File: config.mk
export PLATFORM = sky130hd
export DESIGN_NAME = frame_config_ctrl
export DESIGN_NICKNAME = d
export VERILOG_FILES = /design/src/rtl/frame_cfg_pkg.sv /design/src/rtl/frame_strobe_dec.sv /design/src/rtl/frame_config_ctrl.sv
export SDC_FILE = /design/constraint.sdc
export NUM_CORES = 1
export LEC_CHECK = 0
export CAP_MARGIN = 40
export CORE_ASPECT_RATIO = 1.4
export CORE_UTILIZATION = 50
export DETAILED_ROUTE_END_ITERATION = 7
export GPL_TIMING_DRIVEN = 0
export PLACE_DENSITY = 0.87
export SLEW_MARGIN = 5
export SYNTH_ARGS = -nofsm -noshare
export SYNTH_HDL_FRONTEND = slang
export SYNTH_HIERARCHICAL = 1
export SYNTH_SLANG_ARGS = --single-unit
File: constraint.sdc
create_clock -name CLK -period 5.55 [get_ports CLK]
set_clock_uncertainty 0.05 [all_clocks]
set_input_delay 1.11 -clock CLK [delete_from_list [all_inputs] [get_ports CLK]]
set_output_delay 1.11 -clock CLK [all_outputs]
set_load 0.01 [all_outputs]
File: src/rtl/frame_cfg_pkg.sv
// Shared types and defaults for the configuration-frame sequencer.
// The optional parity check on incoming words is enabled by defining CFG_PARITY_EN.
package frame_cfg_pkg;

  typedef enum logic [1:0] {
    ST_IDLE   = 2'd0,
    ST_SETUP  = 2'd1,
    ST_STROBE = 2'd2,
    ST_HOLD   = 2'd3
  } state_e;

  localparam int DEF_FRAME_BITS = 32;
  localparam int DEF_FRAMES     = 20;
  localparam int DEF_ADDR_W     = 5;
  localparam int DEF_SETUP_CYC  = 1;
  localparam int DEF_STROBE_CYC = 2;
  localparam int DEF_HOLD_CYC   = 1;

  // The down-counter only ever holds (window - 1), so clog2 of the widest window suffices.
  function automatic int cnt_width(input int setup_cyc, input int strobe_cyc, input int hold_cyc);
    int m;
    m = setup_cyc;
    if (strobe_cyc > m) begin
      m = strobe_cyc;
    end
    if (hold_cyc > m) begin
      m = hold_cyc;
    end
    return (m <= 1) ? 1 : $clog2(m);
  endfunction

endpackage

File: src/rtl/frame_strobe_dec.sv
// Registered one-hot decoder for the latch-column enables; outputs come
// straight from flops so the strobes cannot glitch.
module frame_strobe_dec #(
  parameter int FRAMES = 20,
  parameter int ADDR_W = 5
) (
  input  logic              clk_i,
  input  logic              rst_i,
  input  logic              set_i,
  input  logic              clr_i,
  input  logic [ADDR_W-1:0] addr_i,
  output logic [FRAMES-1:0] strobe_o
);

  logic [FRAMES-1:0] dec_s;
  logic [FRAMES-1:0] strobe_q;

  // Addresses outside the column range decode to all-zero.
  always_comb begin
    dec_s = '0;
    for (int i = 0; i < FRAMES; i++) begin
      if (addr_i == ADDR_W'(i)) begin
        dec_s[i] = 1'b1;
      end else begin
        dec_s[i] = 1'b0;
      end
    end
  end

  always_ff @(posedge clk_i or posedge rst_i) begin
    if (rst_i) begin
      strobe_q <= '0;
    end else if (clr_i) begin
      strobe_q <= '0;
    end else if (set_i) begin
      strobe_q <= dec_s;
    end else begin
      strobe_q <= strobe_q;
    end
  end

  assign strobe_o = strobe_q;

endmodule

File: src/rtl/frame_config_ctrl.sv
// Sequences addressed frame words into latch columns with setup/strobe/hold windows.
// Define CFG_PARITY_EN to add the in_parity port and even-parity rejection.
module frame_config_ctrl
  import frame_cfg_pkg::*;
#(
  parameter int FRAME_BITS = DEF_FRAME_BITS,
  parameter int FRAMES     = DEF_FRAMES,
  parameter int ADDR_W     = DEF_ADDR_W,
  parameter int SETUP_CYC  = DEF_SETUP_CYC,
  parameter int STROBE_CYC = DEF_STROBE_CYC,
  parameter int HOLD_CYC   = DEF_HOLD_CYC
) (
  input  logic                  CLK,
  input  logic                  RST,
  input  logic                  in_valid,
  output logic                  in_ready,
  input  logic [ADDR_W-1:0]     in_addr,
  input  logic [FRAME_BITS-1:0] in_data,
`ifdef CFG_PARITY_EN
  input  logic                  in_parity,
`endif
  output logic [FRAME_BITS-1:0] frame_data,
  output logic [FRAMES-1:0]     frame_strobe,
  output logic                  busy,
  output logic                  cfg_done,
  output logic                  err
);

  localparam int CNT_W = cnt_width(SETUP_CYC, STROBE_CYC, HOLD_CYC);

  state_e                state_q, state_d;
  logic [CNT_W-1:0]      cnt_q, cnt_d;
  logic [ADDR_W-1:0]     addr_q, addr_d;
  logic [FRAME_BITS-1:0] data_q, data_d;
  logic [FRAMES-1:0]     written_q, written_d;
  logic                  err_q, err_d;
  logic                  ready_q, busy_q, done_q;
  logic                  accept_s, bad_s, strobe_set_s, strobe_clr_s;

  assign accept_s = in_valid & ready_q;

  // Reject out-of-range addresses (and, optionally, bad parity) without starting a sequence.
  always_comb begin
    bad_s = ({1'b0, in_addr} >= (ADDR_W + 1)'(FRAMES));
`ifdef CFG_PARITY_EN
    if (^{in_data, in_parity}) begin
      bad_s = 1'b1;
    end else begin
      bad_s = bad_s;
    end
`endif
  end

  // Next-state and datapath updates for the setup/strobe/hold sequence.
  always_comb begin
    state_d      = state_q;
    cnt_d        = cnt_q;
    addr_d       = addr_q;
    data_d       = data_q;
    written_d    = written_q;
    err_d        = err_q;
    strobe_set_s = 1'b0;
    strobe_clr_s = 1'b0;
    case (state_q)
      ST_IDLE: begin
        if (accept_s && bad_s) begin
          err_d = 1'b1;
        end else if (accept_s) begin
          data_d  = in_data;
          addr_d  = in_addr;
          cnt_d   = CNT_W'(SETUP_CYC - 1);
          state_d = ST_SETUP;
        end else begin
          state_d = ST_IDLE;
        end
      end
      ST_SETUP: begin
        if (cnt_q == '0) begin
          strobe_set_s = 1'b1;
          cnt_d        = CNT_W'(STROBE_CYC - 1);
          state_d      = ST_STROBE;
        end else begin
          cnt_d = cnt_q - CNT_W'(1);
        end
      end
      ST_STROBE: begin
        if (cnt_q == '0) begin
          strobe_clr_s = 1'b1;
          cnt_d        = CNT_W'(HOLD_CYC - 1);
          state_d      = ST_HOLD;
        end else begin
          cnt_d = cnt_q - CNT_W'(1);
        end
      end
      ST_HOLD: begin
        if (cnt_q == '0) begin
          for (int i = 0; i < FRAMES; i++) begin
            if (addr_q == ADDR_W'(i)) begin
              written_d[i] = 1'b1;
            end else begin
              written_d[i] = written_q[i];
            end
          end
          state_d = ST_IDLE;
        end else begin
          cnt_d = cnt_q - CNT_W'(1);
        end
      end
      default: begin
        state_d = ST_IDLE;
      end
    endcase
  end

  // Handshake/status flags are registered from next-state so they align with the state flop.
  always_ff @(posedge CLK or posedge RST) begin
    if (RST) begin
      state_q   <= ST_IDLE;
      cnt_q     <= '0;
      addr_q    <= '0;
      data_q    <= '0;
      written_q <= '0;
      err_q     <= 1'b0;
      ready_q   <= 1'b0;
      busy_q    <= 1'b0;
      done_q    <= 1'b0;
    end else begin
      state_q   <= state_d;
      cnt_q     <= cnt_d;
      addr_q    <= addr_d;
      data_q    <= data_d;
      written_q <= written_d;
      err_q     <= err_d;
      ready_q   <= (state_d == ST_IDLE);
      busy_q    <= (state_d != ST_IDLE);
      done_q    <= &written_d;
    end
  end

  frame_strobe_dec #(
    .FRAMES (FRAMES),
    .ADDR_W (ADDR_W)
  ) u_strobe_dec (
    .clk_i    (CLK),
    .rst_i    (RST),
    .set_i    (strobe_set_s),
    .clr_i    (strobe_clr_s),
    .addr_i   (addr_q),
    .strobe_o (frame_strobe)
  );

  assign frame_data = data_q;
  assign in_ready   = ready_q;
  assign busy       = busy_q;
  assign cfg_done   = done_q;
  assign err        = err_q;

endmodule

# Yosys cells after proc, flatten, opt, wreduce, memory -nomap -nowiden
# Cells that the tools add are included.
totals:
  mem_bits_rw: 0
  latch_bits: 0
  ff_bits: 84
  mem_count: 0
  mem_bits_ro: 0
op_classes:
  n_bitwise: 2
  mux: 58
  addsub: 1
  n_shift: 0
  mul: 0
  n_reduce_logical: 11
  eq_ne: 24
  magnitude_cmp: 1
  div: 0
op_table:
  columns: ["op", "n"]
  rows:
  - ["2-to-1 mux 20 bit", 4]
  - ["2-to-1 mux 1 bit", 48]
  - ["equality test 5 x 4 -> 1 bit (second input constant)", 8]
  - ["equality test 5 x 3 -> 1 bit (second input constant)", 4]
  - ["equality test 5 bit (second input constant)", 4]
  - ["AND reduction 20 bit", 1]
  - ["equality test 5 x 2 -> 1 bit (second input constant)", 2]
  - ["2-to-1 mux 2 bit", 4]
  - ["case mux 2 bit (4 select lines)", 1]
  - ["equality test 5 x 1 -> 1 bit (second input constant)", 1]
  - [">= comparator 5 bit (second input constant)", 1]
  - ["logical NOT 5 bit", 1]
  - ["equality test 2 bit (second input constant)", 2]
  - ["logical NOT 2 bit", 2]
  - ["!= test 2 bit (second input constant)", 2]
  - ["AND reduction 2 bit", 2]
  - ["nonzero test 2 bit", 2]
  - ["case mux 1 bit (3 select lines)", 1]
  - ["AND reduction 3 bit", 1]
  - ["equality test 2 x 1 -> 1 bit (second input constant)", 1]
  - ["OR reduction 2 bit", 1]
  - ["AND 1 bit", 1]
  - ["logical AND 1 bit", 1]
  - ["NOT 1 bit", 1]
  - ["subtractor 1 bit (second input constant)", 1]

# Longest topological paths before layout
# Gate-level depths: netlist of run 1.
logic_depth:
  depth_word: 5
  depth_mapped: 7
  depth_no_buf: 5

# Cells and area by module
# The synthesis of run 1 kept the hierarchy.
by_module_without_submodules:
  columns: ["mod", "n_inst", "seq_area_each_um2", "cells_each", "area_each_um2"]
  rows:
  - ["frame_config_ctrl", 1, 1601.5, 185, 2586.2]
  - ["frame_strobe_dec", 1, 500.5, 56, 818.3]

# Worst setup path before layout of run 1
# No wires, ideal clock.
synth_path:
  path_type: "input -> register"
  start: "input port in_addr[3]"
  end: "register data_q[10], in the netlist frame_data[10]"
  t_arrival_ns: 2.116
  path_slack_ns: 3.259
  setup_time_ns: 0.125
  path_stages: 5
  t_required_ns: 5.375
  cell_sequence: "o21ai_0 -> nand4_1 -> buf_2 -> buf_2 -> mux2_2"
synth_between:
  elab_chain_len: 4
synth_rtl:
  columns: ["item", "line_no", "text"]
  rows:
  - ["start, declared", "frame_config_ctrl.sv:17", "input logic [ADDR_W-1:0] in_addr,"]
  - [">= comparator 5 bit", "frame_config_ctrl.sv:44", "bad_s = ({1'b0, in_addr} >= (ADDR_W + 1)'(FRAMES));"]
  - ["logical AND 1 bit", "frame_config_ctrl.sv:66", "if (accept_s && bad_s) begin"]
  - ["NOT 1 bit (no source line)", null, null]
  - ["AND reduction 3 bit (no source line)", null, null]
  - ["end signal, assigned", "frame_config_ctrl.sv:131", "data_q <= data_d;"]
  - ["end, declared", "frame_config_ctrl.sv:34", "logic [FRAME_BITS-1:0] data_q, data_d;"]
# No other way between the ends.
# A chain may end at the register's enable or synchronous reset.

# Worst setup path after layout of run 1
layout_path:
  start: "input port in_addr[3]"
  end: "register data_q[14], in the netlist frame_data[14]"
# Same word-level chain as after synthesis.

==> results of run 1 <==
path summary, 6_finish.rpt:
check	cells past startpoint	slack, ps	start	endpoint
min reg2reg	1	410	written_q[1]$_DFF_PP0_	written_q[1]$_DFF_PP0_
max	6	2910	in_addr[3]	frame_data[14]$_DFFE_PP0P_
max in group asynchronous	3	3740	RST	written_q[15]$_DFF_PP0_
max reg2reg	6	3620	addr_q[0]$_DFFE_PP0P_	cfg_done$_DFF_PP0_
min in group asynchronous	2	1090	RST	frame_data[25]$_DFFE_PP0P_
min	1	410	written_q[1]$_DFF_PP0_	written_q[1]$_DFF_PP0_
Yosys cell counts (3+ instances only):
cell type / n / area share, %
o21bai_1: 6 / 1.3
nand3_1: 4 / 0.59
buf_2: 7 / 1.0
nand2_1: 7 / 0.77
a32o_1: 19 / 5.6
a31o_2: 5 / 1.3
a21oi_1: 5 / 0.73
nor2b_1: 4 / 0.73
mux2_2: 36 / 12
inv_1: 8 / 0.88
nor2_1: 8 / 0.88
a21o_1: 3 / 0.66
nand4_1: 4 / 0.73
a31oi_1: 3 / 0.55
dfrtp_1: 84 / 62
area by class of cell:
class | count | area [sq um] | share of cell area (%)
multi-input cells | 137 | 1190 | 25.4
plain buffers | 12 | 80.1 | 1.71
clock inverters | 6 | 88.8 | 1.89
well taps | 74 | 92.6 | 1.97
repair buffers | 97 | 976 | 20.8
inverters | 8 | 30.0 | 0.640
clock buffers | 10 | 128 | 2.72
flip-flops and latches | 84 | 2100 | 44.8
metrics by stage:
step / hold WS (ps) / cells / area [sq um] / setup WS (ps) / util, %
final: 409 / 428 / 4690 / 2910 / 71.4
after global routing: 430 / 428 / 4690 / 2800 / 71.4
after CTS: 413 / 428 / 4690 / 2890 / 71.4
after detailed placement: 394 / 412 / 4470 / 2510 / 68.1
after global placement: 383 / 410 / 4450 / 1740 / 67.7
after floorplan: 370 / 241 / 3400 / 2790 / -
metal layers:
layer	up-vias	GRT usage (%)
li1	1104	-
met4	0	9.65
met3	9	6.69
met5	-	0
met1	1216	25.8
met2	75	37.2
registers in the layout, summed over array words and instances (netlist names):
name                   flops
busy                       1
state_q                    2
in_ready                   1
written_q                 20
cnt_q                      1
err                        1
cfg_done                   1
frame_data                32
u_strobe_dec/strobe_o     20
addr_q                     5
logic make-up after synthesis:
kind of cell / count (synthesis) / synth area share (%)
xor+xnor: 1 / 0.257
simple gates: 48 / 9.48
mux: 38 / 12.5
compound gates: 50 / 12.8
flops: 84 / 61.7
buf+inv: 20 / 3.23
critical path: stages:
cell	delay, ps
clkdlybuf4s50_1	490
o21ai_0	170
nand4_1	150
buf_2	260
buf_2	290
mux2_2	360
power breakdown:
part / total (W) / internal [W] / switching (W)
logic: 0.000994 / 0.000533 / 0.000461
clock network: 0.000471 / 0.000253 / 0.000217
registers: 0.000975 / 0.000834 / 0.000140
==> flow_summary.json, run 1 <==
{
  "status": "completed",
  "rsz0062_at_grt": "no",
  "irDropWorstVdd_mv": 0.276,
  "area_growth_pct": 37.7,
  "wirelength_microns": 7300,
  "wl_met1_microns": 2870,
  "grt_usage_pct": 22.0,
  "p_leak_nw": 2.08,
  "cts_root_buffer": "clkbuf_8",
  "synth_area_sq_mm": 0.00340,
  "gp_congestion": 0.757,
  "diodes": 0,
  "die_h_microns": 99.6,
  "initial_core_util_pct": 51.8,
  "maxSlewViolCount": 0,
  "yosysUniqueCellTypes": 44,
  "hold_violations": 0,
  "clk-insertion-delay-late_ps": 360,
  "syn_inst": 241,
  "cts_resized": 0,
  "top_layer": "met4",
  "worstHoldPathType": "reg2reg",
  "clk_path_buf_depth": 2,
  "mostFrequentLayoutCells": "95 x clkdlybuf4s50_1, 84 x dfrtp_1, 36 x mux2_2, 19 x a32o_1, 9 x clkbuf_8",
  "final_common_cell": "clkdlybuf4s50_1",
  "slew_headroom_pct": 51.2,
  "cp-end-kind": "flip-flop",
  "die_area_sq_mm": 0.00715,
  "grt_pass1_vias": 2496,
  "grt_antenna_before_repair": 0,
  "worstPathArrival_ps": 2840,
  "worst_ep_required_time_ps": 5750,
  "total_power_w": 0.00244,
  "core-area_sq_mm": 0.00657,
  "hpwlAfterDp_microns": 5210,
  "min_period_over_period_pct": 47.7,
  "cts_sinks": 84,
  "grt_start_max_net_pins": 39,
  "vias_per_cell": 5.62,
  "yosys_register_bits": 84,
  "synthFlopType": "dfrtp_1",
  "vias": 2404,
  "synth_edf_count": 0,
  "overflow": 0,
  "synth_area_per_cell_sq_um": 14.1,
  "nets": 389,
  "ant_nets": 0,
  "setup_tns_ps": 0,
  "hold_buffers": 0,
  "drt_iter0_drc": 82,
  "io_buffers": 95,
  "fp.dieW_microns": 71.7,
  "drc_errors": 0,
  "ys_warn_count": 6,
  "cts_tree": "built",
  "min_period_ps": 2640,
  "worstMarginPinSlew_ps": 730,
  "row_count": 35,
  "ys_seq_area_share_pct": 61.7,
  "cts.htree.levels": 3,
  "wl_met3_microns": 371,
  "cts_buffers": 9,
  "path_max_fanout": 10,
  "grt_pass1_wl_microns": 11900,
  "synth_nets": 281,
  "nFillCells": 462,
  "setup_violations": 0,
  "max_freq_mhz": 378,
  "max_cap_violations": 0,
  "critPathKind": "in2reg",
  "ios": 96,
  "cts_setup_buffers": 0,
  "cts.clk_slew.worst_paths_ps": 80,
  "routedWlPerCell_microns": 17.0,
  "async_flop_share_pct": 100,
  "crit_path_start_kind": "input pin",
  "dr.pass1.iters": 4,
  "drive_gt1_share_pct": 24.3,
  "power_density_mw_per_mm2": 520,
  "wl_met2_microns": 3930
}
No activity file was read; power rests on OpenSTA's default activity.
==> inputs of run 2 (changes only) <==
- CORE_UTILIZATION: 50 -> 43
- PLACE_DENSITY: 0.87 -> 0.8
- clock period: 5.55 -> 2.2 ns (I/O delays scaled with it)
==> flow_summary.json, run 2 (synthesis gave the netlist of run 1 again) <==
{
  "status": "completed",
  "cts_buffers": 9,
  "pre_cts_ws_ps": -157,
  "routedWlPerCell_microns": 15.5,
  "cts_sinks": 84,
  "ios": 96,
  "row_count": 38,
  "drt_iter0_drc": 65,
  "min_period_ps": 1990,
  "cpMostUsedCell": "buf_2",
  "die_h_microns": 107,
  "critPathKind": "in2reg",
  "path_max_fanout": 10,
  "ant_nets": 0,
  "worstPathArrival_ps": 2170,
  "cts_root_buffer": "clkbuf_8",
  "fp.dieW_microns": 77.2,
  "rsz0062_at_grt": "no",
  "grt_pass1_wl_microns": 11600,
  "initial_core_util_pct": 44.2,
  "grt_antenna_before_repair": 0,
  "multi_input_area_sq_mm": 0.00119,
  "path_cells": "clkdlybuf4s50_1 > o21ai_0 > nand4_1 > buf_2 > buf_2 > mux2_2",
  "area_growth_pct": 37.4,
  "hold_buffers": 0,
  "max_cap_violations": 0,
  "dr.pass1.iters": 4,
  "largest_register_ffs": 32,
  "vias_per_cell": 5.24,
  "use_met2_pct": 30.6,
  "die_area_sq_mm": 0.00828,
  "p_leak_nw": 2.05,
  "hpwlAfterDp_microns": 5210,
  "grt_usage_pct": 18.2,
  "grt_start_max_net_pins": 39,
  "wirelength_microns": 7040,
  "maxSlewViolCount": 0,
  "diodes": 0,
  "timing.rr.start": "state_q[1]$_DFF_PP0_",
  "cts_tree": "built",
  "hold_violations": 0,
  "hp-start": "written_q[7]$_DFF_PP0_",
  "nFillCells": 646,
  "final_common_cell": "clkdlybuf4s50_1",
  "grtUsageMet1_pct": 21.3,
  "power_density_mw_per_mm2": 1260,
  "clk_path_buf_depth": 2,
  "min_period_over_period_pct": 90.5,
  "worst_ep_required_time_ps": 2380,
  "critical_path.slowest_cell": "clkdlybuf4s50_1",
  "seq_area_sq_mm": 0.00210,
  "cp-end-kind": "flip-flop",
  "overflow": 0,
  "io_buffers": 95,
  "cts.clk_slew.worst_paths_ps": 80,
  "clk-insertion-delay-late_ps": 350,
  "top_usage_layer": "met2",
  "startpoint": "in_addr[3]",
  "worstMarginPinSlew_ps": 827,
  "drive_gt1_share_pct": 24.4,
  "fin_ws_ps": 210,
  "worst_path_dominant_cell_family": "buffers and inverters",
  "met3_usage_pct": 5.00,
  "crit_buf_inv": 3,
  "cts.htree.levels": 3,
  "stdcell_area_sq_mm": 0.00468,
  "gp_congestion": 0.762,
  "grt_pass1_vias": 2492,
  "cts_setup_buffers": 0,
  "slew_headroom_pct": 44.8,
  "vias": 2372,
  "crit_path_start_kind": "input pin",
  "worstHoldPathType": "reg2reg",
  "mostFrequentLayoutCells": "95 x clkdlybuf4s50_1, 84 x dfrtp_1, 36 x mux2_2, 19 x a32o_1, 9 x clkbuf_8",
  "drc_errors": 0,
  "nets": 388,
  "max_freq_mhz": 502,
  "core-area_sq_mm": 0.00770,
  "irDropWorstVdd_mv": 0.853,
  "setup_violations": 0,
  "cts_resized": 0,
  "dpl_cell_area_sq_mm": 0.00450,
  "critical_path.max_stage_delay_ps": 480
}
==> run 2: layout make-up <==
cell class,count,area share [%]
buffer,12,1.71
clock buffer,9,2.65
clock inverter,7,1.12
inverter,8,0.642
multi-input combinational,137,25.5
sequential,84,44.9
tap,100,2.68
timing repair buffer,96,20.8
==> run 2: worst register-to-register path: cells and delay by family, from the launching register on <==
family	cells	cell delay (ps)
flip-flops	1	340
AND/OR/NAND/NOR	2	1000
AO/OA/AOI/OAI	1	330
buffers and inverters	1	150
==> run 2: path summary, 6_finish.rpt <==
| kind | to | slack (ps) | cells past startpoint |
|---|---|---|---|
| max reg2reg | u_strobe_dec/strobe_o[2]$_DFFE_PP0P_ | 220 | 4 |
| min in group asynchronous | frame_data[0]$_DFFE_PP0P_ | 460 | 2 |
| min | written_q[7]$_DFF_PP0_ | 400 | 1 |
| min reg2reg | written_q[7]$_DFF_PP0_ | 400 | 1 |
| max in group asynchronous | written_q[3]$_DFF_PP0_ | 1040 | 3 |
| max | frame_data[4]$_DFFE_PP0P_ | 210 | 6 |
==> run 2: where the power goes <==
group | internal [W] | switching (W) | total (W)
Combinational | 0.00134 | 0.00114 | 0.00247
Clock | 0.000413 | 0.000564 | 0.000976
Sequential | 0.00210 | 0.000350 | 0.00245
==> run 2: through the flow <==
stage	setup TNS (ps)	power, W	util, %	hold slack [ps]	cells
finish	0	0.00590	60.7	405	453
detailed placement	-2800	0.00496	58.4	392	437
global route	0	0.00625	60.7	418	453
CTS	0	0.00595	60.7	411	453
global placement	-63410	0.00487	58.2	383	436
floorplan	0	0.00384	-	354	241
==> run 2: metal layers <==
| layer | share of wire [%] | vias up |
|---|---|---|
| li1 | - | 1101 |
| met4 | 1.8 | 0 |
| met2 | 53 | 83 |
| met3 | 6.0 | 9 |
| met1 | 39 | 1179 |
| met5 | 0 | - |
==> inputs of run 3 (changes only) <==
- CTS_CLUSTER_SIZE: default -> 28
==> results of run 3 <==
Same layout as run 2: the final DEF is identical, and so are final timing and power.
